$ cat config.mk
export PLATFORM = sky130hd
export DESIGN_NAME = fpadd_pipe_param
export DESIGN_NICKNAME = d
export VERILOG_FILES = /design/src/rtl/fpadd_pipe_param.sv
export SDC_FILE = /design/constraint.sdc
export NUM_CORES = 1
export LEC_CHECK = 0
export CORE_ASPECT_RATIO = 1.5
export CORE_MARGIN = 2
export CORE_UTILIZATION = 30
export DETAILED_ROUTE_END_ITERATION = 10
export DONT_BUFFER_PORTS = 1
export GPL_ROUTABILITY_DRIVEN = 0
export SYNTH_ARGS = -nofsm -noshare
export SYNTH_HDL_FRONTEND = slang
export SYNTH_SLANG_ARGS = --single-unit
export TNS_END_PERCENT = 50
$ cat constraint.sdc
create_clock -name clk -period 14.15 [get_ports clk]
set_input_delay 4.245 -clock clk [delete_from_list [all_inputs] [get_ports clk]]
set_output_delay 4.245 -clock clk [all_outputs]
set_load 0.005 [all_outputs]
$ cat src/rtl/fpadd_pipe_param.sv
// fpadd_pipe_param: multicycle IEEE-754 binary adder/subtractor with start/done handshake.
// States IDLE -> UNPACK -> ALIGN -> ADD -> NORM -> ROUND, one cycle each; done pulses
// five edges after the accepting edge. A one-cycle done pulse also blocks a start in that cycle.
// Build option: define FPADD_DENORM_EN for gradual underflow; otherwise subnormals flush to zero.
module fpadd_pipe_param #(
   parameter int EXP_W = 8,
   parameter int MAN_W = 23
) (
   input  logic                     clk,
   input  logic                     reset_n,
   input  logic                     start,
   input  logic                     op,
   input  logic [EXP_W+MAN_W:0]     a,
   input  logic [EXP_W+MAN_W:0]     b,
   output logic [EXP_W+MAN_W:0]     sum,
   output logic                     done,
   output logic                     busy,
   output logic [3:0]               flags
);

   localparam int W  = 1 + EXP_W + MAN_W;
   localparam int EW = EXP_W + 2;   // internal exponent width
   localparam int MW = MAN_W + 4;   // aligned mantissa 1.f,G,R,S

   localparam logic [EW-1:0] EMAX = {2'b00, {EXP_W{1'b1}}};
   localparam logic [W-1:0]  QNAN = {1'b0, {EXP_W{1'b1}}, 1'b1, {(MAN_W-1){1'b0}}};

   typedef enum logic [2:0] {S_IDLE, S_UNPACK, S_ALIGN, S_ADD, S_NORM, S_ROUND} state_t;
   state_t state, state_nx;

   logic accept;

   // captured operands (b already sign-adjusted for op)
   logic [W-1:0]     a_r, b_r;
   // unpacked operands and special-case result
   logic             sa_r, sb_r;
   logic [EW-1:0]    ea_r, eb_r;
   logic [MAN_W:0]   ma_r, mb_r;
   logic             sp_r;
   logic [W-1:0]     sp_sum_r;
   logic [3:0]       sp_flags_r;
   // aligned / summed / normalised datapath
   logic             sg_r, sub_r;
   logic [EW-1:0]    ex_r, en_r;
   logic [MW-1:0]    mx_r, my_r, mn_r;
   logic [MW:0]      ms_r;

   // UNPACK combinational
   logic [EXP_W-1:0] ea_f, eb_f;
   logic [MAN_W-1:0] fa, fb;
   logic             nan_a, nan_b, inf_a, inf_b, za, zb;
   logic             u_sp;
   logic [W-1:0]     u_sp_sum;
   logic [3:0]       u_sp_flags;

   // ALIGN combinational
   logic             a_big;
   logic [EW-1:0]    e_big, e_sml, diff;
   logic [MAN_W:0]   m_big, m_sml;
   logic [MW-1:0]    ext, al_my;

   // NORM combinational
   logic [EW-1:0]    lz, lim, sh, nm_en;
   logic [MW-1:0]    nm_mn;
   logic             found;

   // ROUND combinational
   logic             rup, inx, hid;
   logic [MAN_W+1:0] mr;
   logic [MAN_W-1:0] rd_frac;
   logic [EW-1:0]    er;
   logic [W-1:0]     rd_sum;
   logic [3:0]       rd_flags;

   assign accept = (state == S_IDLE) && start && !done;
   assign busy   = (state != S_IDLE) || done;

   // state register
   always_ff @(posedge clk or negedge reset_n) begin
      if (!reset_n) state <= S_IDLE;
      else          state <= state_nx;
   end

   // next-state sequencing: fixed walk through the stages
   always_comb begin
      state_nx = state;
      case (state)
         S_IDLE:   if (accept) state_nx = S_UNPACK;
         S_UNPACK: state_nx = S_ALIGN;
         S_ALIGN:  state_nx = S_ADD;
         S_ADD:    state_nx = S_NORM;
         S_NORM:   state_nx = S_ROUND;
         S_ROUND:  state_nx = S_IDLE;
         default:  state_nx = S_IDLE;
      endcase
   end

   // field split, classification and special-value result
   always_comb begin
      ea_f  = a_r[W-2:MAN_W];
      eb_f  = b_r[W-2:MAN_W];
      fa    = a_r[MAN_W-1:0];
      fb    = b_r[MAN_W-1:0];
      nan_a = (&ea_f) && (|fa);
      nan_b = (&eb_f) && (|fb);
      inf_a = (&ea_f) && !(|fa);
      inf_b = (&eb_f) && !(|fb);
`ifdef FPADD_DENORM_EN
      za    = (ea_f == '0) && (fa == '0);
      zb    = (eb_f == '0) && (fb == '0);
`else
      za    = (ea_f == '0);
      zb    = (eb_f == '0);
`endif
      u_sp       = 1'b1;
      u_sp_sum   = '0;
      u_sp_flags = '0;
      if (nan_a || nan_b) begin
         u_sp_sum = QNAN;
      end else if (inf_a && inf_b) begin
         if (a_r[W-1] != b_r[W-1]) begin
            u_sp_sum   = QNAN;
            u_sp_flags = 4'b1000;
         end else begin
            u_sp_sum = a_r;
         end
      end else if (inf_a) begin
         u_sp_sum = a_r;
      end else if (inf_b) begin
         u_sp_sum = b_r;
      end else if (za && zb) begin
         u_sp_sum = {a_r[W-1] & b_r[W-1], {(W-1){1'b0}}};
      end else if (za) begin
         u_sp_sum = b_r;
      end else if (zb) begin
         u_sp_sum = a_r;
      end else begin
         u_sp = 1'b0;
      end
   end

   // magnitude swap and right shift with sticky collection
   always_comb begin
      a_big = {ea_r, ma_r} >= {eb_r, mb_r};
      e_big = a_big ? ea_r : eb_r;
      e_sml = a_big ? eb_r : ea_r;
      m_big = a_big ? ma_r : mb_r;
      m_sml = a_big ? mb_r : ma_r;
      diff  = e_big - e_sml;
      ext   = {m_sml, 3'b000};
      // shifts of MW or more leave only the sticky bit, covering the far-out case
      al_my = (ext >> diff) | {{(MW-1){1'b0}}, |(ext & ~({MW{1'b1}} << diff))};
   end

   // leading-zero count and normalisation, exponent floored at 1
   always_comb begin
      lz    = '0;
      found = 1'b0;
      for (int unsigned i = 0; i < MW; i++) begin
         if (!found && ms_r[MW-1-i]) begin
            lz    = EW'(i);
            found = 1'b1;
         end
      end
      lim = ex_r - EW'(1);
      sh  = (lz < lim) ? lz : lim;
      if (ms_r[MW]) begin
         nm_mn = {ms_r[MW:2], ms_r[1] | ms_r[0]};
         nm_en = ex_r + EW'(1);
      end else begin
         nm_mn = ms_r[MW-1:0] << sh;
         nm_en = ex_r - sh;
      end
   end

   // round-to-nearest-even, overflow and tiny-result handling
   always_comb begin
      inx = mn_r[2] | mn_r[1] | mn_r[0];
      rup = mn_r[2] & (mn_r[1] | mn_r[0] | mn_r[3]);
      mr  = {1'b0, mn_r[MW-1:3]} + (MAN_W+2)'(rup);
      if (mr[MAN_W+1]) begin
         er      = en_r + EW'(1);
         rd_frac = mr[MAN_W:1];
         hid     = 1'b1;
      end else begin
         er      = en_r;
         rd_frac = mr[MAN_W-1:0];
         hid     = mr[MAN_W];
      end
      rd_sum   = '0;
      rd_flags = '0;
      if (mn_r == '0) begin
         rd_sum = '0;
      end else if (er >= EMAX) begin
         rd_sum   = {sg_r, {EXP_W{1'b1}}, {MAN_W{1'b0}}};
         rd_flags = 4'b0101;
      end else if (!hid) begin
`ifdef FPADD_DENORM_EN
         rd_sum   = {sg_r, {EXP_W{1'b0}}, rd_frac};
         rd_flags = {2'b00, inx, inx};
`else
         rd_sum   = {sg_r, {(W-1){1'b0}}};
         rd_flags = 4'b0011;
`endif
      end else begin
         rd_sum   = {sg_r, er[EXP_W-1:0], rd_frac};
         rd_flags = {3'b000, inx};
      end
   end

   // datapath registers, one stage loaded per FSM state
   always_ff @(posedge clk or negedge reset_n) begin
      if (!reset_n) begin
         a_r <= '0; b_r <= '0;
         sa_r <= 1'b0; sb_r <= 1'b0; ea_r <= '0; eb_r <= '0; ma_r <= '0; mb_r <= '0;
         sp_r <= 1'b0; sp_sum_r <= '0; sp_flags_r <= '0;
         sg_r <= 1'b0; sub_r <= 1'b0; ex_r <= '0; en_r <= '0;
         mx_r <= '0; my_r <= '0; mn_r <= '0; ms_r <= '0;
         sum <= '0; flags <= '0; done <= 1'b0;
      end else begin
         done <= (state == S_ROUND);
         if (accept) begin
            a_r <= a;
            b_r <= {b[W-1] ^ op, b[W-2:0]};
         end
         case (state)
            S_UNPACK: begin
               sa_r       <= a_r[W-1];
               sb_r       <= b_r[W-1];
               ea_r       <= (ea_f == '0) ? EW'(1) : {2'b00, ea_f};
               eb_r       <= (eb_f == '0) ? EW'(1) : {2'b00, eb_f};
               ma_r       <= {|ea_f, fa};
               mb_r       <= {|eb_f, fb};
               sp_r       <= u_sp;
               sp_sum_r   <= u_sp_sum;
               sp_flags_r <= u_sp_flags;
            end
            S_ALIGN: begin
               sg_r  <= a_big ? sa_r : sb_r;
               sub_r <= sa_r ^ sb_r;
               ex_r  <= e_big;
               mx_r  <= {m_big, 3'b000};
               my_r  <= al_my;
            end
            S_ADD: begin
               ms_r <= sub_r ? ({1'b0, mx_r} - {1'b0, my_r}) : ({1'b0, mx_r} + {1'b0, my_r});
            end
            S_NORM: begin
               mn_r <= nm_mn;
               en_r <= nm_en;
            end
            S_ROUND: begin
               sum   <= sp_r ? sp_sum_r : rd_sum;
               flags <= sp_r ? sp_flags_r : rd_flags;
            end
            default: ;
         endcase
      end
   end

endmodule

==> metrics, run 1 <==
max frequency 150 MHz; Avg Cell Area, Syn 8.67 um^2; crit start category flip-flop; number of synthesized register bits 330; Worst EP required between 10 and 15 ns; Post-Route WL 74400 um; largest net degree at the start of global routing 331; largest family of logic cells by synthesized area compound AO/OA/AOI/OAI gates; Crit path max-delay family compound AO/OA/AOI/OAI gates; grt met3 use 2.19%; Port Buf Inserts 0; share of the synthesized area in the top cell type a little under two fifths; CTS Sinks 330; Detailed Place HPWL 56400 um; vias 19600; htree depth 2; final setup TNS 0 ns; Worst Skew approximately 0.030 ns; Post-Synth Adder-Cell Area 5.81%; Syn Nets 2729; Critical Path AT 7.08 ns; RSZ-0062 raised after global routing no; Netlist cell types between 90 and 100; share of post-route cells with drive strength above 1 9.06%; DIE AREA 76200 um^2; M1 GR Usage between 20% and 30%; setup bufs post-CTS 0; mux cell area share after synthesis 10.1%; Synth Instances between 2000 and 3000; worst hold path class reg2reg; setup violators final 0; simple-gate share of the synthesized area 17.2%; complex-gate fraction of the synthesized area 21.9%; Ys Warns 0; crit path kind reg2reg; die width around 230 um; Yosys top cell by area dfrtp_1; row count 122; Largest stage delay, worst path 0.79 ns; synth top area cells dfrtp_1, nand2_1, ha_1, o21ai_0, mux2i_1; Worst Tran Pin Value 1.32 ns; TritonCTS buffer count 35; Post-synth EDFFs 0; Final #Nets ~2600; Synth Cell Area 22200 um^2; DRT iter0 DRCs around 1700; Main synth FF type dfrtp_1; GR peak layer met2; post_cts resized 0; initial antenna violation count 2; CTS Buffer Depth 3; Max FO, Critical Path 24; async set-reset flop share out of synthesis 100%; P&R area growth vs syn 9.00%; antenna-violating nets left 0; grt total ovfl 0; register area share after synthesis 37.2%; Fillers 7830; CTS Root Cell clkbuf_16; vias in the first global route around 19000; hold_buf cts 0; DIE HEIGHT 337 um; status finished, final reports clean; antenna diode count 0; # IOs 106; final number of hold-violating endpoints 0; Setup crit end kind flip-flop; first-pass GRT wire length 114000 um; DRT Pass-1 Iters 6; GRT Util Overall 19.3%; Pins Over Slew Limit 0; CP max stage cell a21oi_4; Avg Vias per Cell 5.64; wire per inst 21.4 um; Initial Util about 30%; clock slew at reported path FFs roughly 0.06 ns; FF/Latch Area between 8000 and 9000 um^2; grt met2 use 34.8%; Slew headroom 12.3%; area of the multi-input gates 12800 um^2; CTS tree yes; CP bufs+invs 2; clk_lat worst skew 0.56 ns; Final Cycle Share 47.1%; min Tclk post-route between 6 and 7 ns; total core area 73600 um^2; xor/xnor share of the synthesized area 2.64%; # DRC 0; Max-Cap Viols 0
==> Yosys cell counts (10+ instances only) <==
master	count
nand3_1	53
a311oi_1	10
a22oi_1	33
nand4_1	24
nor2_1	166
a31oi_1	23
dfrtp_1	330
a21o_1	17
nor4_1	35
o22ai_1	12
nor3_1	53
o21bai_1	11
ha_1	99
mux2i_1	101
buf_1	13
and2_1	13
o21a_1	10
nand2_1	395
mux2_2	80
buf_2	26
nand2b_1	12
o21ai_0	213
clkbuf_1	120
o31ai_1	21
o211ai_1	19
xnor2_1	45
inv_1	116
a21oi_1	159
a211oi_1	34
nor2b_1	15
a221oi_1	49
xor2_1	20
mux4_2	15
o21ai_1	23
and3_1	23
==> tightest hold or removal path: stages (launching register included) <==
cell,delay [ns]
dfrtp_1,0.35
nand2_1,0.05
o21ai_0,0.06
==> path summary, 6_finish.rpt <==
check / startpoint / end / slack [ns] / cells past startpoint
max: ms_r[25] / en_r[9] / 7.49 / 26
min: sp_sum_r[1] / sp_sum_r[1] / 0.49 / 2
max reg2reg: ms_r[25] / en_r[9] / 7.49 / 26
min reg2reg: sp_sum_r[1] / sp_sum_r[1] / 0.49 / 2
max in group asynchronous: reset_n / b_r[8] / 9.89 / 0
min in group asynchronous: reset_n / en_r[1] / 3.42 / 0
==> metal layers <==
layer / vias to the layer above / part of all wire [%]
met3: 225 / 5.1
li1: 9108 / -
met5: - / 0.031
met2: 702 / 51
met4: 4 / 6.0
met1: 9544 / 38
==> placed cells by master (no fill, tap or decap), types with 11 or more instances in the layout <==
cell	count
a211oi_1	34
mux2_2	80
nor2_1	165
a31oi_1	23
a21o_1	17
o22ai_1	12
a221oi_1	49
nand4_1	24
nand2b_1	12
mux2i_1	100
xor2_1	20
ha_1	99
a22oi_1	33
clkbuf_16	35
and2_1	12
and3_1	23
nand3_1	53
mux4_2	15
dfrtp_1	330
inv_1	116
o21bai_1	11
nor2b_1	15
buf_4	29
o211ai_1	19
xnor2_1	45
nand2_1	392
o21ai_0	212
o21ai_1	24
nor3_1	53
o31ai_1	21
a21oi_1	158
nor4_1	35
==> layout make-up <==
cell class              count  share of cell area (%)
repair buffers             29                   0.900
clock buffers              40                    3.82
clock inverters            19                    1.13
multi-input cells        1945                    53.0
inverters                 120                    1.86
well taps                 992                    5.13
flip-flops and latches    330                    34.2
==> kinds of logic (layout without fill, tap and decap cells) <==
kind of cell	after synthesis	count (layout)
mux	196	196
flops	330	330
simple gates	836	836
compound gates	745	745
fa+ha+maj	102	102
xor+xnor	66	66
buf+inv	285	208
==> per-stage QoR <==
step / hold slack [ns] / area, um^2 / util, % / worst slack (ns) / instances
final: 0.487 / 24200 / 32.9 / 7.49 / 3475
after global routing: 0.519 / 24200 / 32.9 / 6.93 / 3475
after CTS: 0.488 / 24200 / 32.9 / 7.49 / 3475
after detailed placement: 0.471 / 23000 / 31.2 / 7.47 / 3416
after global placement: 0.464 / 23000 / 31.2 / 7.57 / 3416
after floorplan: 0.450 / 22200 / - / 8.67 / 2560
==> sequential cells by signal, indices dropped and copies added, names as in the netlist <==
| name | cells |
|---|---|
| flags | 4 |
| ex_r | 8 |
| b_r | 32 |
| done | 1 |
| mb_r | 24 |
| sum | 32 |
| state | 3 |
| ms_r | 28 |
| a_r | 32 |
| ea_r | 8 |
| eb_r | 8 |
| my_r | 27 |
| sg_r | 1 |
| ma_r | 24 |
| sp_sum_r | 32 |
| sp_r | 1 |
| mx_r | 24 |
| mn_r | 27 |
| sp_flags_r | 1 |
| sb_r | 1 |
| sub_r | 1 |
| en_r | 10 |
| sa_r | 1 |
Power of run 1 is left out: the tool's default activity adds up to more than one toggle a clock period on the data nets, which glitch-free logic cannot reach.
==> run 2: changes to the inputs <==
- clock period: 14.15 -> 5.6 ns (I/O delays scaled with it)
==> run 2 against run 1 <==
Net effect:
- sequential share of layout area is 0.61 points lower
- register-to-register slack got worse by 7.2 ns
- final cell count up 1.6%
- die area unchanged
- clock skew is 0.0014 ns higher
==> metrics, run 2 (synthesis results as in run 1) <==
status finished, final reports clean; Worst Tran Pin Value 1.30 ns (-0.0172 ns); htree depth 2 (unchanged); # DRC 0 (unchanged); fin worst setup slack 0.315 ns (-7.17 ns); Cell Area, Placed 23300 um^2 (+1.5%); TritonCTS buffer count 36 (+2.9%); Final #Nets 2681 (+1.9%); most common cell after layout, fill and taps aside nand2_1; CTS Buffer Depth 3 (unchanged); placed cells 3461 (+1.3%); Hold Crit Depth 2 (unchanged); Hold WS 0.485 ns (-0.00172 ns); Post-Route WL 74300 um (-0.13%); first-pass GRT wire length 114000 um (+0.11%); P&R area growth vs syn 11.0%; CTS Root Cell clkbuf_16; min Tclk post-route 5.28 ns (-1.38 ns); Pins Over Slew Limit 0 (unchanged); clock slew at reported path FFs 0.06 ns (about the same); r2r worst-path depth 26 (unchanged); Fillers 7840 (+0.13%); Max-Cap Viols 0 (unchanged); DIE AREA 76200 um^2 (unchanged); clk_lat worst skew 0.55 ns (about the same); Worst EP required 6.01 ns (-8.55 ns); setup violators final 0 (unchanged); vias in the first global route 18900 (+0.71%); antenna-violating nets left 0 (unchanged); total core area 73600 um^2 (unchanged); die width 226 um (unchanged); reg2reg setup slack 0.32 ns (-7.17 ns); DIE HEIGHT 337 um (unchanged); Worst Skew 0.0309 ns (+0.00143 ns); hold_buf cts 0 (unchanged); final number of hold-violating endpoints 0 (unchanged); initial antenna violation count 1 (-1); CTS tree yes; Setup crit end kind flip-flop; final cell count without fillers 3529 (+1.6%); Avg Vias per Cell 5.58 (-1.1%); area of the multi-input gates 12800 um^2 (+0.22%); crit path kind reg2reg; dpl ws 0.0811 ns (-7.39 ns); Slew headroom 13.5% (+1.1 points); FF/Latch Area 8260 um^2 (unchanged); max frequency 189 MHz (+26%); Final Instance Area 24600 um^2 (+1.8%); GRT Util Overall 19.2% (-0.12 points); grt total ovfl 0 (unchanged); Port Buf Inserts 0 (unchanged); DRT iter0 DRCs 1722 (+0.88%); row count 122 (unchanged); vias 19700 (+0.47%); share of post-route cells with drive strength above 1 11.1% (+2.0 points); worst hold path class reg2reg; Detailed Place HPWL 56600 um (+0.46%); crit start category flip-flop; Critical Path AT 5.69 ns (-1.39 ns); highest-count cells in the layout ignoring fill and taps nand2_1, dfrtp_1, o21ai_0, nor2_1, a21oi_1; Max FO, Critical Path 6 (-75%); CTS Sinks 330 (unchanged); # IOs 106 (unchanged); largest net degree at the start of global routing 331 (unchanged); Initial Util 30.2% (unchanged); wire per inst 21.0 um (-1.7%); antenna diode count 0 (unchanged); Final Cycle Share 94.4% (+47 points); DRT Pass-1 Iters 6 (unchanged)
-- run 2: cell types whose count changed in the layout (fill, tap and decap cells not counted), moves of 2 or more --
cell / before / now
clkbuf_8: 3 / 6
nor4_2: 3 / 1
inv_16: 2 / 0
nor4_4: 0 / 2
buf_4: 29 / 78
clkinvlp_4: 3 / 5
-- run 2: cell type report --
type / count / area share (%)
flip-flops and latches: 330 / 33.5
clock inverters: 18 / 0.930
multi-input cells: 1945 / 52.2
clock buffers: 45 / 4.04
inverters: 120 / 1.83
repair buffers: 79 / 2.46
well taps: 992 / 5.04
-- run 2: repair_timing --
item	CTS	global route
resized for setup	0	5
endpoints found under the setup margin	0	3
buffers inserted	0	5
-- run 2: final timing paths --
| path | start | endpoint |
|---|---|---|
| min | sp_sum_r[14] | sp_sum_r[14] |
| max reg2reg | ms_r[25] | en_r[9] |
| max | ms_r[25] | en_r[9] |
| min in group asynchronous | reset_n | sum[10] |
| min reg2reg | sp_sum_r[14] | sp_sum_r[14] |
| max in group asynchronous | reset_n | mx_r[16] |
-- run 2: through the flow --
| stage | TNS [ns] | utilization (%) |
|---|---|---|
| floorplan | 0 | - |
| global placement | 0 | 31.7 |
| detailed placement | 0 | 31.7 |
| CTS | 0 | 33.4 |
| global route | -0.0111 | 33.5 |
| finish | 0 | 33.5 |
-- run 2: layer usage --
metal  routed length, um  track usage (%)  vias to the layer above
met3                3430             2.14                      217
met2               38200             34.9                      737
met5                  13                0                        -
li1                    -                -                     9206
met4                4310             9.81                        2
met1               28300             22.1                     9514
-- run 2: worst max-delay path, stage by stage (launching register included) --
cell and delay [ns]:
dfrtp_1 0.40, nor4_4 0.33, nor4b_4 0.35, nor4b_4 0.35, o311a_1 0.25, a21oi_1 0.10, inv_1 0.09, ha_1 0.24
a21o_1 0.16, a21oi_1 0.17, nor3_2 0.09, a21o_4 0.25, a21oi_4 0.16, inv_2 0.05, ha_1 0.26, nor2b_2 0.17
ha_1 0.28, a21o_1 0.18, a21o_1 0.19, a21o_1 0.17, a21oi_1 0.21, o21bai_1 0.11, a21oi_2 0.18, nor2b_1 0.06
o21ai_1 0.14, xor2_1 0.15, o21ai_1 0.07
Power of run 2 is left out for the same reason.
